[src/rtl/digit_scan_ctrl.sv]
// digit_scan_ctrl: drives a single 7-segment digit with a repeating frame.
// Frame order: tens digit, blank gap, ones digit with decimal point, blank pause.
// The value shown comes from the bin2dec converter. This block feeds o_bin and
// o_tens/o_ones to the converter and gets the selected BCD digit back on i_dec.
module digit_scan_ctrl #(
    parameter int DIGIT_CYCLES = 1024,
    parameter int GAP_CYCLES   = 256,
    parameter int PAUSE_CYCLES = 2048,
    parameter int CNT_W        = 12,
    parameter bit BLANK_LZ     = 1'b1
) (
    input  logic       i_clk,
    input  logic       i_reset,
    input  logic [5:0] i_result,
    input  logic       i_result_valid,
    input  logic       i_hold,
    input  logic [3:0] i_dec,
    output logic [5:0] o_bin,
    output logic       o_tens,
    output logic       o_ones,
    output logic [6:0] o_seg,
    output logic       o_dp
);

    typedef enum logic [1:0] {S_TENS, S_GAP, S_ONES, S_PAUSE} state_t;

    state_t           state_q, state_d;
    logic [CNT_W-1:0] cnt_q, cnt_d, last_cnt;
    logic [5:0]       bin_q, bin_d, pend_q, pend_d;
    logic             pend_vld_q, pend_vld_d;
    logic [6:0]       seg_q, seg_d;
    logic             dp_q, dp_d;
    logic             frame_start, capture;

    // Segment encoding, gfedcba. Codes that are not BCD are shown blank.
    function automatic logic [6:0] enc(input logic [3:0] d);
        logic [6:0] s;
        case (d)
            4'd0:    s = 7'h3F;
            4'd1:    s = 7'h06;
            4'd2:    s = 7'h5B;
            4'd3:    s = 7'h4F;
            4'd4:    s = 7'h66;
            4'd5:    s = 7'h6D;
            4'd6:    s = 7'h7D;
            4'd7:    s = 7'h07;
            4'd8:    s = 7'h7F;
            4'd9:    s = 7'h6F;
            default: s = 7'h00;
        endcase
        return s;
    endfunction

    // Dwell length for each state, expressed as the final count value.
    always_comb begin
        last_cnt = CNT_W'(PAUSE_CYCLES - 1);
        case (state_q)
            S_TENS:  last_cnt = CNT_W'(DIGIT_CYCLES - 1);
            S_GAP:   last_cnt = CNT_W'(GAP_CYCLES - 1);
            S_ONES:  last_cnt = CNT_W'(DIGIT_CYCLES - 1);
            default: last_cnt = CNT_W'(PAUSE_CYCLES - 1);
        endcase
    end

    assign frame_start = (state_q == S_PAUSE) && (cnt_q == last_cnt);
    assign capture     = i_result_valid && !i_hold;

    // Next state and dwell count. The state advances on the final count.
    always_comb begin
        state_d = state_q;
        cnt_d   = cnt_q + 1'b1;
        if (cnt_q == last_cnt) begin
            cnt_d = '0;
            case (state_q)
                S_TENS:  state_d = S_GAP;
                S_GAP:   state_d = S_ONES;
                S_ONES:  state_d = S_PAUSE;
                default: state_d = S_TENS;
            endcase
        end
    end

    // Result capture and frame load. o_bin changes only at a frame start, so
    // both digits of a frame always come from the same value.
    always_comb begin
        pend_d     = pend_q;
        pend_vld_d = pend_vld_q;
        bin_d      = bin_q;
        if (frame_start) begin
            if (capture) begin
                bin_d      = i_result;
                pend_vld_d = 1'b0;
            end else if (pend_vld_q) begin
                bin_d      = pend_q;
                pend_vld_d = 1'b0;
            end
        end else if (capture) begin
            pend_d     = i_result;
            pend_vld_d = 1'b1;
        end
    end

    // Segment drive. The tens slot is blanked for a leading zero.
    always_comb begin
        seg_d = '0;
        dp_d  = (state_q == S_ONES);
        if ((state_q == S_ONES) ||
            ((state_q == S_TENS) && !(BLANK_LZ && (i_dec == 4'd0))))
            seg_d = enc(i_dec);
    end

    // State registers. Reset puts the sequencer at the start of a full pause.
    always_ff @(posedge i_clk) begin
        if (i_reset) begin
            state_q    <= S_PAUSE;
            cnt_q      <= '0;
            bin_q      <= '0;
            pend_q     <= '0;
            pend_vld_q <= 1'b0;
            seg_q      <= '0;
            dp_q       <= 1'b0;
        end else begin
            state_q    <= state_d;
            cnt_q      <= cnt_d;
            bin_q      <= bin_d;
            pend_q     <= pend_d;
            pend_vld_q <= pend_vld_d;
            seg_q      <= seg_d;
            dp_q       <= dp_d;
        end
    end

    assign o_bin  = bin_q;
    assign o_tens = (state_q == S_TENS);
    assign o_ones = (state_q == S_ONES);
    assign o_seg  = seg_q;
    assign o_dp   = dp_q;

endmodule

[config.mk]
export PLATFORM = sky130hd
export DESIGN_NAME = digit_scan_ctrl
export DESIGN_NICKNAME = d
export VERILOG_FILES = /design/src/rtl/digit_scan_ctrl.sv
export SDC_FILE = /design/constraint.sdc
export NUM_CORES = 1
export LEC_CHECK = 0
export CAP_MARGIN = 25
export CORE_AREA = 3 3 48 83
export DETAILED_ROUTE_END_ITERATION = 8
export DIE_AREA = 0 0 51 86
export MAX_ROUTING_LAYER = met4
export PLACE_DENSITY = 0.81
export SLEW_MARGIN = 10
export SYNTH_ARGS = -nofsm -noshare
export SYNTH_HDL_FRONTEND = slang
export SYNTH_SLANG_ARGS = --single-unit
export TNS_END_PERCENT = 100
[constraint.sdc]
create_clock -name i_clk -period 2.8 [get_ports i_clk]
set_input_delay 0.42 -clock i_clk [delete_from_list [all_inputs] [get_ports i_clk]]
set_output_delay 0.42 -clock i_clk [all_outputs]
set_load 0.1 [all_outputs]
==> Word-level counts from Yosys, hierarchy flattened <==
Memories as Yosys holds them, arrays and structs flattened. A register that Yosys moved wholly into a read port is not among the register bits.
Index checks and enable logic that the tools add are counted.
Widths: inputs -> output; s select.
{ "totals": {"memories": 1, "register_bits": 28, "out_inout_bits": 16, "ram_bits": 0, "latch_bits": 0, "romBits": 112} }
{ "mem_list": {"columns": ["memory", "depth", "width", "rd", "rd_clocked_by_memory_dff", "wr", "line_no", "rtl"], "rows": [
  ["(name not given)", 16, 7, 1, 1, 0, "38", "case (d)"]
]} }
{ "op_classes": {"bitwise_logic": 2, "n_lt_le_gt_ge": 0, "n_reduce_logical": 15, "mul": 0, "addsub": 1, "n_eq_ne": 4, "shifts": 0, "muxes": 4, "div": 0} }
{ "ops": {"columns": ["operator", "count"], "rows": [
  ["$pmux 11 s2", 1],
  ["$add 12x1->12 const B", 1],
  ["$eq 12x12->1", 1],
  ["$mux 6", 2],
  ["$reduce_or 2->1", 4],
  ["$pmux 2 s3", 1],
  ["$eq 2x2->1 const B", 2],
  ["$logic_not 4->1", 1],
  ["$reduce_and 2->1", 2],
  ["$logic_and 1x1->1", 3],
  ["$eq 2x1->1 const B", 1],
  ["$logic_not 1->1", 2],
  ["$logic_not 2->1", 1],
  ["$not 1->1", 2],
  ["$reduce_bool 2->1", 1],
  ["$logic_or 1x1->1", 1]
]} }

==> Depth between registers and ports, before layout <==
{ "depth": {"ltp_word": 7, "ltp_mapped": 8, "depth_no_buf": 6} }

==> Least setup slack after synthesis <==
OpenSTA, ideal clock, no wires.
{ "synth_timing": {"path_type": "flip-flop to flip-flop", "from": "register state_q[0]", "to": "register seg_q[1] (netlist: o_seg[1])", "path_stages_with_launch": 6, "period_less_slack_ns": 2.054, "setup_slack_ns": 0.746, "path_buffers": 0, "arrival_ns": 1.978, "setup_ns": 0.076, "cell_sequence": "dfxtp_1 > inv_1 > ha_1 > a21oi_1 > nor3_1 > a21boi_0"} }
{ "synth_via": {"elab_chain_cells": 5, "elab_cells_between_ends": 6} }
{ "synth_rtl": {"columns": ["element", "line_no", "rtl"], "rows": [
  ["from (decl)", "27", "state_t state_q, state_d;"],
  ["from (signal assigned)", "123", "state_q <= state_d;"],
  ["$logic_not 2->1", null, null],
  ["via o_tens", "19", "output logic o_tens,"],
  ["$logic_and 1x1->1", "108", "((state_q == S_TENS) && !(BLANK_LZ && (i_dec == 4'd0))))"],
  ["$logic_or 1x1->1", "107", "if ((state_q == S_ONES) ||"],
  ["$not 1->1 (no source line)", null, null],
  ["$reduce_or 2->1 (no source line)", null, null],
  ["to (decl)", "31", "logic [6:0] seg_q, seg_d;"]
]} }
The timed path passes the listed nets, and every way through them passes these cells.
A chain may end at the register's enable or synchronous reset.

==> Worst setup path in the final report <==
{ "layout_timing": {"from": "register state_q[0]", "to": "register bin_q[1] (netlist: o_bin[1])"} }
{ "layout_via": {"elab_chain_cells": 6, "elab_cells_between_ends": 9} }
{ "layout_rtl": {"columns": ["element", "line_no", "rtl"], "rows": [
  ["$eq 2x2->1 or $logic_not 2->1 (tied branches)", "57", "case (state_q)"],
  ["$reduce_or 2->1 (no source line)", null, null],
  ["$pmux 11 s2", "57", null],
  ["$eq 12x12->1", "65", "assign frame_start = (state_q == S_PAUSE) && (cnt_q == last_cnt);"],
  ["$logic_and 1x1->1 *", "65", null],
  ["$reduce_and 2->1 (no source line) *", null, null],
  ["to (signal assigned)", "125", "bin_q <= bin_d;"],
  ["to (decl)", "29", "logic [5:0] bin_q, bin_d, pend_q, pend_d;"]
]} }
Mark *: on every way between the ends. The rest lies on a longest branch, timed or not.

==> metrics.cfg <==
[worst_setup_path]
setup.worst_path.end_class = register
startpoint_type = register
timing.reg2reg.setup_slack_ps = 610
worst_ep_required_time_ps = 3020
cp-endpoint = o_bin[1]
r2r_start = state_q[0]
reg2reg_to = o_bin[1]
worst_ep_arrival_time_ps = 2410
crit_start = state_q[0]
critPathKind = reg -> reg
ff2ff_path_depth = 5
critPathMaxFanout = 23

[hold_path]
hold_path_class = reg -> reg

[clock_network]
clock_latency_ps = 290
cts_num_sinks = 35
cts_inserted_buffers = 5
cts_setup_buffers = 0
cts.htree.levels = 2
post_cts_resize_count = 0
postCtsHoldBufs = 0
cts_tree = built
ctsRootBufferMaster = clkbuf_8
clockBufferDepth = 2
clk_transition_reported_paths_ps = 70

[sta]
hold_viol_final = 0
max-slew-margin-rel_pct = 61.61
setup_viol_count_final = 0
shortest_period_the_worst_path_allows_ps = 2188
final_count_of_pins_violating_max_slew = 0
fin_skew_ps = 7.770
timing.fmax_mhz = 456.9
tns_ps = 0
rsz0062_at_grt = false
worstMarginPinSlew_ps = 575.8
min_period_over_period_pct = 78.16

[layout]
drive_above_1_share_pct = 12.33
area_growth_syn_to_layout_pct = 20.43
insertedDiodeCount = 0
layout.cells.non_filler = 272
num-fill-cells = 305
fin_nets = 252

[synth]
yosys_warnings = 0
ys_types = 35
synth.cells.most_frequent = 35 x dfxtp_1, 21 x nand2_1, 19 x nor2_1
synth.net_count = 224
async_reset_ff_share_pct = 0
post-synth-top-count-cell = dfxtp_1
yosys_register_bits = 35
ys_seq_area_share_pct = 39.86
post_synth_inst_count = 198
synth_area_leader_cell = dfxtp_1
synth_top_area_share_pct = 39.86
ys_top_cells_by_area = dfxtp_1 40%, ha_1 8.5%, mux2i_1 5.1%, nand2_1 4.5%, nor2_1 4.1%
synthesis.area_mm2 = 0.001758
synth_area_per_cell_um2 = 8.878
synth_enable_flop_cells = 0
ys_dominant_reg_cell = dfxtp_1

[die]
std_cell_rows = 28
start_util_pct = 51.73
die_h_um = 86
fp.coreArea_mm2 = 0.003398
io_count = 30
die-width_um = 51
die-area_mm2 = 0.004386

[placement]
dp_cells = 264
place_congestion = 0.7900
dp_hpwl_um = 2475
port_buffers = 29

[grt]
globalRouteMet2Util_pct = 31.49
initial_antenna_violation_count = 0
grt_pass1_vias = 1397
pin_count_of_the_biggest_net_entering_global_routing = 24
grt.total_usage_pct = 17.86
overflow = 0
grtUsageMet3_pct = 4.174
grt_first_pass_wirelength_um = 5789
grt_util_met1_pct = 17.05
grt-busiest-layer = met2

[route]
via_per_inst = 5.438
initialDrtViolationCount = 21
post-route-drc-count = 0
ant_nets = 0
total_wirelength_um = 3393
vias = 1479
detail_route.wl_per_cell_um = 12.47
firstDrtPassIters = 4

[power]
irDropWorstVdd_mv = 0.4005
design_power_total_uw = 950.2
p_per_area_mw_per_mm2 = 448.8
static-leakage-power_nw = 0.8405

[job]
max-cap-violations = 0

[run_status]
status = finished clean

-- cells by family (layout without fill, tap and decap cells) --
family	Yosys count	count (layout)	synth area share, %
and+or+nand+nor	77	77	22.21
AOI/OAI and AO/OA	35	35	14.45
DFF	35	35	39.86
buffers and inverters	20	49	4.840
adders and majority gates	12	12	8.541
xor gates and xnor gates	10	10	4.982
muxes	9	9	5.125
-- worst max-delay path, cell delays in order (launching register included) --
cell and delay (ps):
dfxtp_1 410, ha_1 180, or3b_1 340, a211o_1 530, or4_1 570, o21ai_0 80
-- power by group --
| part | leakage, nW | internal (mW) | switching, mW |
|---|---|---|---|
| logic | 0.514 | 0.0422 | 0.0401 |
| registers | 0.284 | 0.510 | 0.00985 |
| clock network | 0.0422 | 0.174 | 0.174 |
-- sequential cells by signal, summed over array words and instances (netlist names) --
name and cells:
pend_vld_q 1, o_bin 6, o_seg 7, state_q 2
o_dp 1, pend_q 6, cnt_q 12
-- area by class of cell --
class	instances	area (um^2)	area share (%)
Inverter	9	33.78	1.596
Tap cell	45	56.30	2.660
Timing Repair Buffer	32	272.8	12.88
Multi-Input combinational cell	143	972.2	45.92
Sequential cell	35	700.7	33.10
Clock buffer	7	76.32	3.605
Clock inverter	1	5.005	0.2364
-- placed cells by master, fill, tap and decap left out, types with 7 or more instances in the layout --
cell type        count
inv_1                9
ha_1                12
clkdlybuf4s50_1     13
buf_4               19
nor2_1              19
dfxtp_1             35
nand2_1             21
o311ai_0             7
o21ai_0              8
mux2i_1              9
-- worst min-delay path by stage --
stage / end / cells after the start / from / slack [ps]
after CTS: o_bin[2] / 2 / o_bin[2] / 460
after detailed placement: o_bin[2] / 2 / o_bin[2] / 450
after floorplan: cnt_q[0] / 1 / cnt_q[0] / 440
after global routing: o_bin[0] / 2 / o_bin[0] / 490
final: o_bin[2] / 2 / o_bin[2] / 460
after global placement: o_bin[2] / 2 / o_bin[2] / 440
-- metal layers --
metal	part of all wire [%]	vias to the layer above	routed length, um
met5	0	-	0
met4	3.0	0	102
met3	4.5	12	154
li1	-	755	-
met1	39	679	1324
met2	53	33	1812
-- metrics by stage --
stage	worst slack (ps)	hold slack [ps]	instance area (um^2)	util [%]
6_report	611.5	455.8	2117	62.30
5_1_grt	397.2	490.4	2117	62.30
4_1_cts	578.1	462.7	2117	62.30
3_5_place_dp	438.7	452.9	2036	59.90
3_3_place_gp	539.3	443.4	2036	59.90
2_1_floorplan	745.8	441.3	1758	-
Power figures use the tool's default switching activity.
